$ cat config.mk
export PLATFORM = sky130hd
export DESIGN_NAME = rtc_counter
export DESIGN_NICKNAME = d
export VERILOG_FILES = /design/src/rtl/rtc_counter.sv
export SDC_FILE = /design/constraint.sdc
export NUM_CORES = 1
export LEC_CHECK = 0
export CAP_MARGIN = 10
export CORE_MARGIN = 10
export CORE_UTILIZATION = 40
export CTS_BUF_LIST = sky130_fd_sc_hd__clkbuf_16
export DETAILED_ROUTE_END_ITERATION = 8
export GPL_TIMING_DRIVEN = 0
export SYNTH_ARGS = -nofsm -noshare
export SYNTH_HDL_FRONTEND = slang
export SYNTH_SLANG_ARGS = --single-unit
$ cat constraint.sdc
create_clock -name clk -period 10.47 [get_ports clk]
set_input_delay 1.5705 -clock clk [delete_from_list [all_inputs] [get_ports clk]]
set_output_delay 1.5705 -clock clk [all_outputs]
set_load 0.02 [all_outputs]
$ cat src/rtl/rtc_counter.sv
// rtc_counter: real-time clock counter for the RTC clock domain.
// Keeps a 62-bit fractional nanosecond accumulator ([61:32] ns, [31:0] fraction),
// a 48-bit seconds counter, a bounded frequency/phase adjust window and an
// optional one-pulse-per-second output.
// Optional feature macro: RTC_ONE_PPS_EN (defined: one_pps_out pulses for
// PPS_WIDTH cycles on every second rollover; undefined: one_pps_out tied 0).
module rtc_counter #(
  parameter int unsigned PPS_WIDTH = 1  // one_pps_out pulse length in clk cycles (1..255)
) (
  input  logic        clk,
  input  logic        rst,
  input  logic        time_ld_in,
  input  logic [37:0] time_reg_ns_in,
  input  logic [47:0] time_reg_sec_in,
  input  logic        period_ld_in,
  input  logic [39:0] period_in,
  input  logic [37:0] time_acc_modulo_in,
  input  logic        adj_ld_in,
  input  logic [31:0] adj_ld_data_in,
  input  logic [39:0] period_adj_in,
  output logic [37:0] time_reg_ns_out,
  output logic [47:0] time_reg_sec_out,
  output logic        adj_busy_out,
  output logic        one_pps_out
);

  // Architectural state
  logic [61:0] r_acc;
  logic [47:0] r_sec;
  logic [39:0] r_period;
  logic [39:0] r_period_adj;
  logic [31:0] r_adj_cnt;
  logic        r_adj_busy;

  // Datapath and next-state signals
  logic [61:0] w_mod;
  logic [61:0] w_inc;
  logic [62:0] w_sum;
  logic [61:0] w_wrapped;
  logic        w_roll;
  logic [61:0] w_acc_nxt;
  logic [47:0] w_sec_nxt;
  logic [31:0] w_adj_cnt_nxt;
  logic [39:0] w_period_adj_nxt;

  // The modulo is sampled live, expanded to the accumulator's fixed-point format.
  assign w_mod = {time_acc_modulo_in, 24'd0};

  // Per-tick increment; the adjust term applies only while the window is open.
  // The sum is one bit wider than the accumulator so the compare never truncates.
  assign w_inc     = {22'd0, r_period} + ((r_adj_cnt != 32'd0) ? {22'd0, r_period_adj} : 62'd0);
  assign w_sum     = {1'b0, r_acc} + {1'b0, w_inc};
  assign w_roll    = (w_sum >= {1'b0, w_mod});
  // Modular subtraction on the low 62 bits gives the same result as the wide one.
  assign w_wrapped = w_sum[61:0] - w_mod;

  // Next-state for time: load wins over tick; a single modulo subtraction per tick.
  always_comb begin
    // NOTE: every combinationally assigned signal gets a default first so no
    // path through the block leaves it unassigned and infers a latch.
    w_acc_nxt = r_acc;
    w_sec_nxt = r_sec;
    if (time_ld_in) begin
      w_acc_nxt = {time_reg_ns_in, 24'd0};
      w_sec_nxt = time_reg_sec_in;
    end else if (w_roll) begin
      w_acc_nxt = w_wrapped;
      w_sec_nxt = r_sec + 48'd1;  // wraps 2^48-1 -> 0 naturally
    end else begin
      w_acc_nxt = w_sum[61:0];
    end
  end

  // Next-state for the adjust window: a load overrides the decrement and data 0 ends it.
  always_comb begin
    w_adj_cnt_nxt    = r_adj_cnt;
    w_period_adj_nxt = r_period_adj;
    if (adj_ld_in) begin
      w_adj_cnt_nxt    = adj_ld_data_in;
      w_period_adj_nxt = period_adj_in;
    end else if (r_adj_cnt != 32'd0) begin
      w_adj_cnt_nxt = r_adj_cnt - 32'd1;
    end
  end

  // State registers with synchronous reset.
  always_ff @(posedge clk) begin
    // NOTE: sequential state uses non-blocking assignments so every register
    // samples the pre-edge values, independent of statement order.
    if (rst) begin
      r_acc        <= '0;
      r_sec        <= '0;
      r_period     <= '0;
      r_period_adj <= '0;
      r_adj_cnt    <= '0;
      r_adj_busy   <= 1'b0;
    end else begin
      r_acc        <= w_acc_nxt;
      r_sec        <= w_sec_nxt;
      r_period_adj <= w_period_adj_nxt;
      r_adj_cnt    <= w_adj_cnt_nxt;
      r_adj_busy   <= (w_adj_cnt_nxt != 32'd0);
      if (period_ld_in) begin
        r_period <= period_in;
      end
    end
  end

  assign time_reg_ns_out  = r_acc[61:24];
  assign time_reg_sec_out = r_sec;
  assign adj_busy_out     = r_adj_busy;

`ifdef RTC_ONE_PPS_EN
  localparam logic [7:0] PPS_LOAD = 8'(PPS_WIDTH);

  logic [7:0] r_pps_cnt;
  logic       r_pps;
  logic [7:0] w_pps_cnt_nxt;

  // Pulse counter: a rollover tick (not masked by a time load) reloads, otherwise count down.
  always_comb begin
    w_pps_cnt_nxt = r_pps_cnt;
    if (!time_ld_in && w_roll) begin
      w_pps_cnt_nxt = PPS_LOAD;
    end else if (r_pps_cnt != 8'd0) begin
      w_pps_cnt_nxt = r_pps_cnt - 8'd1;
    end
  end

  // Pulse registers; the flag rises together with the incremented seconds.
  always_ff @(posedge clk) begin
    if (rst) begin
      r_pps_cnt <= '0;
      r_pps     <= 1'b0;
    end else begin
      r_pps_cnt <= w_pps_cnt_nxt;
      r_pps     <= (w_pps_cnt_nxt != 8'd0);
    end
  end

  assign one_pps_out = r_pps;
`else
  // Keeps PPS_WIDTH referenced in builds without the pulse output.
  logic w_unused_pps;
  assign w_unused_pps = (PPS_WIDTH != 0);
  assign one_pps_out  = 1'b0;
`endif

endmodule

Word-level counts from Yosys, hierarchy flattened
Index checks and enable logic that the tools add are counted.
- register bits: 223
- word-level logic and storage cells: 24
- input port bits: 241
- reductions and logical operators: 4
- order comparisons: 1
- add/subtract/negate cells: 5
- multiplexer cells: 7
- operators with widths (operator ; number):
    2-to-1 mux 62 bit ; 2
    2-to-1 mux 48 bit ; 2
    2-to-1 mux 32 bit ; 2
    nonzero test 32 bit ; 2
    adder 62 x 41 -> 63 bit ; 1
    greater-or-equal comparator 63 x 62 -> 1 bit ; 1
    subtractor 62 bit ; 1
    adder 48 x 1 -> 48 bit, second input constant ; 1
    adder 40 x 40 -> 41 bit ; 1
    2-to-1 mux 40 bit ; 1
    subtractor 32 x 1 -> 32 bit, second input constant ; 1
    nonzero test 2 bit ; 1
    OR reduction 2 bit ; 1

Depth between registers and ports, before layout
- depth after elaboration: 7
- gate-level depth with buffers: 38
- gate-level depth less buffers: 32

Worst setup path before layout
No wires, ideal clock.
- path type: register to register
- start: reg r_adj_cnt[20]
- end: reg r_sec[33], in the netlist time_reg_sec_out[33]
- period minus slack after synthesis: 8.236 ns
- path buffers: 5
- data arrival time: 8.121 ns
- stages on the path, launching flop included: 35
- path slack: 2.234 ns
- path through: dfxtp_1 -> or3_1 -> or4_1 -> clkbuf_1 -> nand4bb_1 -> nand2b_1 -> clkbuf_1 -> clkbuf_1 -> and2_1 -> fa_1 -> ha_1 -> fa_1 -> a211oi_1 -> o21ai_1 -> a211oi_1 -> o21ai_0 -> a21oi_1 -> o21ai_0 -> a221o_1 -> a31oi_1 -> xnor2_1 -> ha_1 -> nand4_1 -> nor4_1 -> nand4_1 -> a2111oi_0 -> nand4_1 -> a2111o_1 -> nor4_1 -> a221o_2 -> buf_6 -> buf_2 -> o2111ai_1 -> xnor2_1 -> o21a_1
- word-level cells in the longest chain between the ends: 6
- RTL lines (what ; line ; text):
    start: declaration ; 32 ; logic [31:0] r_adj_cnt;
    start signal: assignment ; 101 ; r_adj_cnt <= w_adj_cnt_nxt;
    nonzero test 32 bit ; 51 ; assign w_inc = {22'd0, r_period} + ((r_adj_cnt != 32'd0) ? {22'd0, r_period_adj} : 62'd0);
    2-to-1 mux 40 bit ; 51 ;
    adder 40 x 40 -> 41 bit ; 51 ;
    adder 62 x 41 -> 63 bit ; 52 ; assign w_sum = {1'b0, r_acc} + {1'b0, w_inc};
    greater-or-equal comparator 63 x 62 -> 1 bit ; 53 ; assign w_roll = (w_sum >= {1'b0, w_mod});
    nonzero test 2 bit (no line) ; n/a ;
    end signal: assignment ; 99 ; r_sec <= w_sec_nxt;
    end: declaration ; 29 ; logic [47:0] r_sec;
No other way between the ends.
A chain may end at the register's enable or synchronous reset.

Worst setup path in the final report
- start: reg r_adj_cnt[18]
- end: reg r_acc[34]
- word-level cells in the longest chain between the ends: 7
- RTL lines (what ; line ; text):
    nonzero test 32 bit (*) ; 51 ;
    2-to-1 mux 40 bit (*) ; 51 ;
    adder 40 x 40 -> 41 bit (*) ; 51 ;
    adder 62 x 41 -> 63 bit (*) ; 52 ;
    subtractor 62 bit or greater-or-equal comparator 63 x 62 -> 1 bit (tied branches) ; 55, 53 ;
    2-to-1 mux 62 bit (*) ; 66 ; end else if (w_roll) begin
    2-to-1 mux 62 bit (*) ; 63 ; if (time_ld_in) begin
    end signal: assignment ; 98 ; r_acc <= w_acc_nxt;
    end: declaration ; 28 ; logic [61:0] r_acc;
Every way passes the cells marked *; elsewhere a longest branch is shown, timed or not.

==> results.md <==
* Outcome: completed
* Worst hold endpoint: r_period_adj[5]$_SDFFE_PP0P_
* Reported net switching power at about 0.0012 W
* Clock latency on the worst-skew pair at around 0.57 ns
* EDFF count, synth at 0
* Top_reg_cell synth: dfxtp_1
* Row count at 73
* # setup viols final at 0
* Power per Cell Area at around 150 nW/um^2
* Critical path class: register to register
* WL final at 63000 um
* Worst path slowest cell: o41ai_4
* Register-to-register setup slack at between 0.5 and 0.6 ns
* Initial antenna violation count at 11
* Register area share after synthesis at between 20% and 30%
* GR Util All Layers at ~25%
* Most frequent cells after synthesis: nor2_1 (257), dfxtp_1 (223), nand2_1 (123)
* GPL Wtd Cong at 0.926
* Max transition margin at between 10% and 20%
* Synth area leader: dfxtp_1
* CP peak stage delay at between 0.4 and 0.5 ns
* DRC viols at 0
* Combinational fraction of design power at 39.1%
* Fin crit share at 94.8%
* Top Ports at 329
* Net count, final at approximately 2700
* Remaining Overflow, GRT at 0
* Vias per inst at ~5.5
* IO Port Bufs at between 300 and 400
* RSZ-0062 raised after global routing: no
* Maximum VDD drop at 0.122 mV
* Clock network fraction of total power at 30.2%
* Arrival @ worst endpoint at 10.37 ns
* Max-cap violations at 0
* Reg power frac at between 30% and 40%
* DRT iter0 DRCs at around 1100
* Switch share at a little under two fifths
* WP data required at approximately 11 ns
* Die Wd at ~220 um
* RR Endpoint: r_acc[34]$_SDFF_PP0_
* Highest metal used: met5
* CTS sink cnt at 223
* Core footprint at between 30000 and 40000 sq um
* Synth Warn # at 0
* TritonRoute pass-1 iters at 5
* Maximum achievable frequency at roughly 100 MHz
* Critical path endpoint category: register
* Worst hold stages at 2
* WL met3 at between 4000 and 5000 um
* Hold crit path type: register to register
* Share of layout cells above drive strength 1 at 5.90%
* Setup crit start kind: register
* Wire length on met2 at 28800 um
* CTS root buffer: clkbuf_16
* Cts hold-fix bufs at 0
* Syn Area/Cell at 8.23 sq um
* R2r startpoint: r_adj_cnt[18]$_SDFF_PP0_
* Worst-margin pin slew at 1.29 ns
* Number of instances in the placed design at 2796
* Synthesized netlist cell count at 1946
* DR WL/cell at 22.1 um
* Area growth from synthesis to layout at 30.8%
* Clock transition at path regs at approximately 0.06 ns
* Fin cells at around 2800
* Final slew viol count at 0
* CP max FO at 10
* Largest net degree at the start of global routing at 16
* Die area at roughly 48000 sq um
* Ys async rst share at 0%
* P_int at slightly above 0.002 W
* Final ANT Viol Nets at 0
* Skew final at 0.0169 ns
* Wl on met1 at 27300 um
* Min cycle time layout at about 9.9 ns
* Syn_nets at 2309
* Most frequent cell after synthesis: nor2_1
* Fin util at 52.8%
* Launch point of the worst path: r_adj_cnt[18]$_SDFF_PP0_
* Hold Fails Final Rpt at 0
* Top post-synthesis cells by area: dfxtp_1 (28%), ha_1 (6.3%), nor2_1 (6.0%)
* Vias at 15700
* Post-synth top area share at between 20 and 30%
* Reg2Reg Depth at 34
* HPWL Detailed at between 50000 and 60000 um
* CTS tree: yes
* Vias in the first global route at 16100
* Leakage power at around 9 nW
* Cts bufs inserted at 28
* Htree depth at 1
* Initial cell density of the core at about two fifths
* Maximum root-to-sink buffer count at 3
* TNS Setup at 0 ns
* Post-Syn Area at ~16000 sq um
* Hold path start: r_period_adj[5]$_SDFFE_PP0P_
* First-pass GRT wire length at ~96000 um
* Post-synthesis cell type count at 77
* Seq cells post-synth at between 200 and 250
* Die height at approximately 220 um
[layout by cell type (no fill, tap or decap), types with 11 or more instances in the layout]
cell             netlist  routed
buf_4                 44      47
mux2i_1               81      81
nand3_1               28      28
o21bai_1              11      11
a31oi_1               16      16
a21o_1                53      53
xnor2_1               76      76
nor2_1               257     257
fa_1                  42      42
nand4_1               26      26
o211ai_1              33      33
dfxtp_1              223     223
o21a_1                27      27
a21oi_1              114     113
ha_1                  80      80
nor3_1                32      31
clkbuf_1              84      81
or3_1                 15      15
clkbuf_16              0      28
a211oi_1              40      37
clkdlybuf4s50_1        0     325
and4_1                15      15
o2111ai_1             22      22
and2_1                62      61
inv_1                 86      93
buf_2                 13      13
nand2_1              123     123
o21ai_0               57      55
nor2b_1               14      14
xor2_1                83      83
and3_1                42      42
a311oi_1              23      23
[per-layer routing]
layer / track usage (%) / up-vias
met5: 0 / -
met1: 31.9 / 7403
li1: - / 7582
met2: 41.7 / 551
met3: 6.92 / 103
met4: 7.42 / 20
[what timing repair did]
| action | 4_1_cts | 5_1_grt |
|---|---|---|
| resized for setup | 7 | 17 |
| setup endpoints to repair | 86 | 86 |
| pin swaps | 1 | 2 |
| setup buffers | 2 | 1 |
[cell families after synthesis]
logic type	after synthesis	synth area share, %
and+or+nand+nor	655	19.7
AOI/OAI and AO/OA	467	20.2
buffers and inverters	238	6.95
adders and majority gates	122	11.5
DFF	223	27.9
muxes	81	5.06
xor gates and xnor gates	159	8.70
other	1	0.0234
[how the worst max path moves through the flow]
stage          depth (start not counted)                                 to
3_3_place_gp                          36               r_acc[32]$_SDFF_PP0_
4_1_cts                               34               r_acc[32]$_SDFF_PP0_
5_1_grt                               34               r_acc[34]$_SDFF_PP0_
6_report                              34               r_acc[34]$_SDFF_PP0_
3_5_place_dp                          36               r_acc[32]$_SDFF_PP0_
2_1_floorplan                         34  time_reg_sec_out[33]$_SDFFE_PP0P_
[sequential cells by signal, summed over array words and instances (netlist names)]
register,flops
time_reg_sec_out,48
r_period,40
adj_busy_out,1
r_acc,62
r_period_adj,40
r_adj_cnt,32
[critical path, delay by kind of cell, from the launching register on]
family          cells  cell delay [ns]
xor+xnor            1             0.23
flops               1             0.34
fa+ha+maj           3             1.13
buf+inv             6             1.50
compound gates     10             2.94
simple gates       14             3.64
[power by group through the flow]
| stage | clock network [W] | logic (W) | registers (W) |
|---|---|---|---|
| 4_1_cts | 0.000989 | 0.00124 | 0.000984 |
| 6_report | 0.000968 | 0.00125 | 0.000984 |
| 3_5_place_dp | 0 | 0.00122 | 0.00100 |
| 5_1_grt | 0.00102 | 0.00137 | 0.000993 |
| 3_3_place_gp | 0 | 0.00122 | 0.00100 |
| 2_1_floorplan | 0 | 0.000803 | 0.000996 |
[final cells by class]
class / instances / area (sq um)
Antenna cell: 1 / 2.50
Buffer: 150 / 787
Clock buffer: 28 / 701
Clock inverter: 21 / 200
Fill cell: 3927 / 18700
Inverter: 87 / 327
Multi-Input combinational cell: 1485 / 10500
Sequential cell: 223 / 4460
Tap cell: 525 / 657
Timing Repair Buffer: 328 / 3280
[per-stage QoR]
step	hold WS (ns)	worst slack (ns)	instance area (sq um)	power, W
global placement	0.467	-0.913	19900	0.00222
global route	0.518	0.0251	20900	0.00339
CTS	0.490	0.0489	20900	0.00321
detailed placement	0.476	-0.973	19900	0.00222
floorplan	0.452	2.23	16000	0.00180
finish	0.489	0.545	20900	0.00320
(Power assumes the default switching activity.)
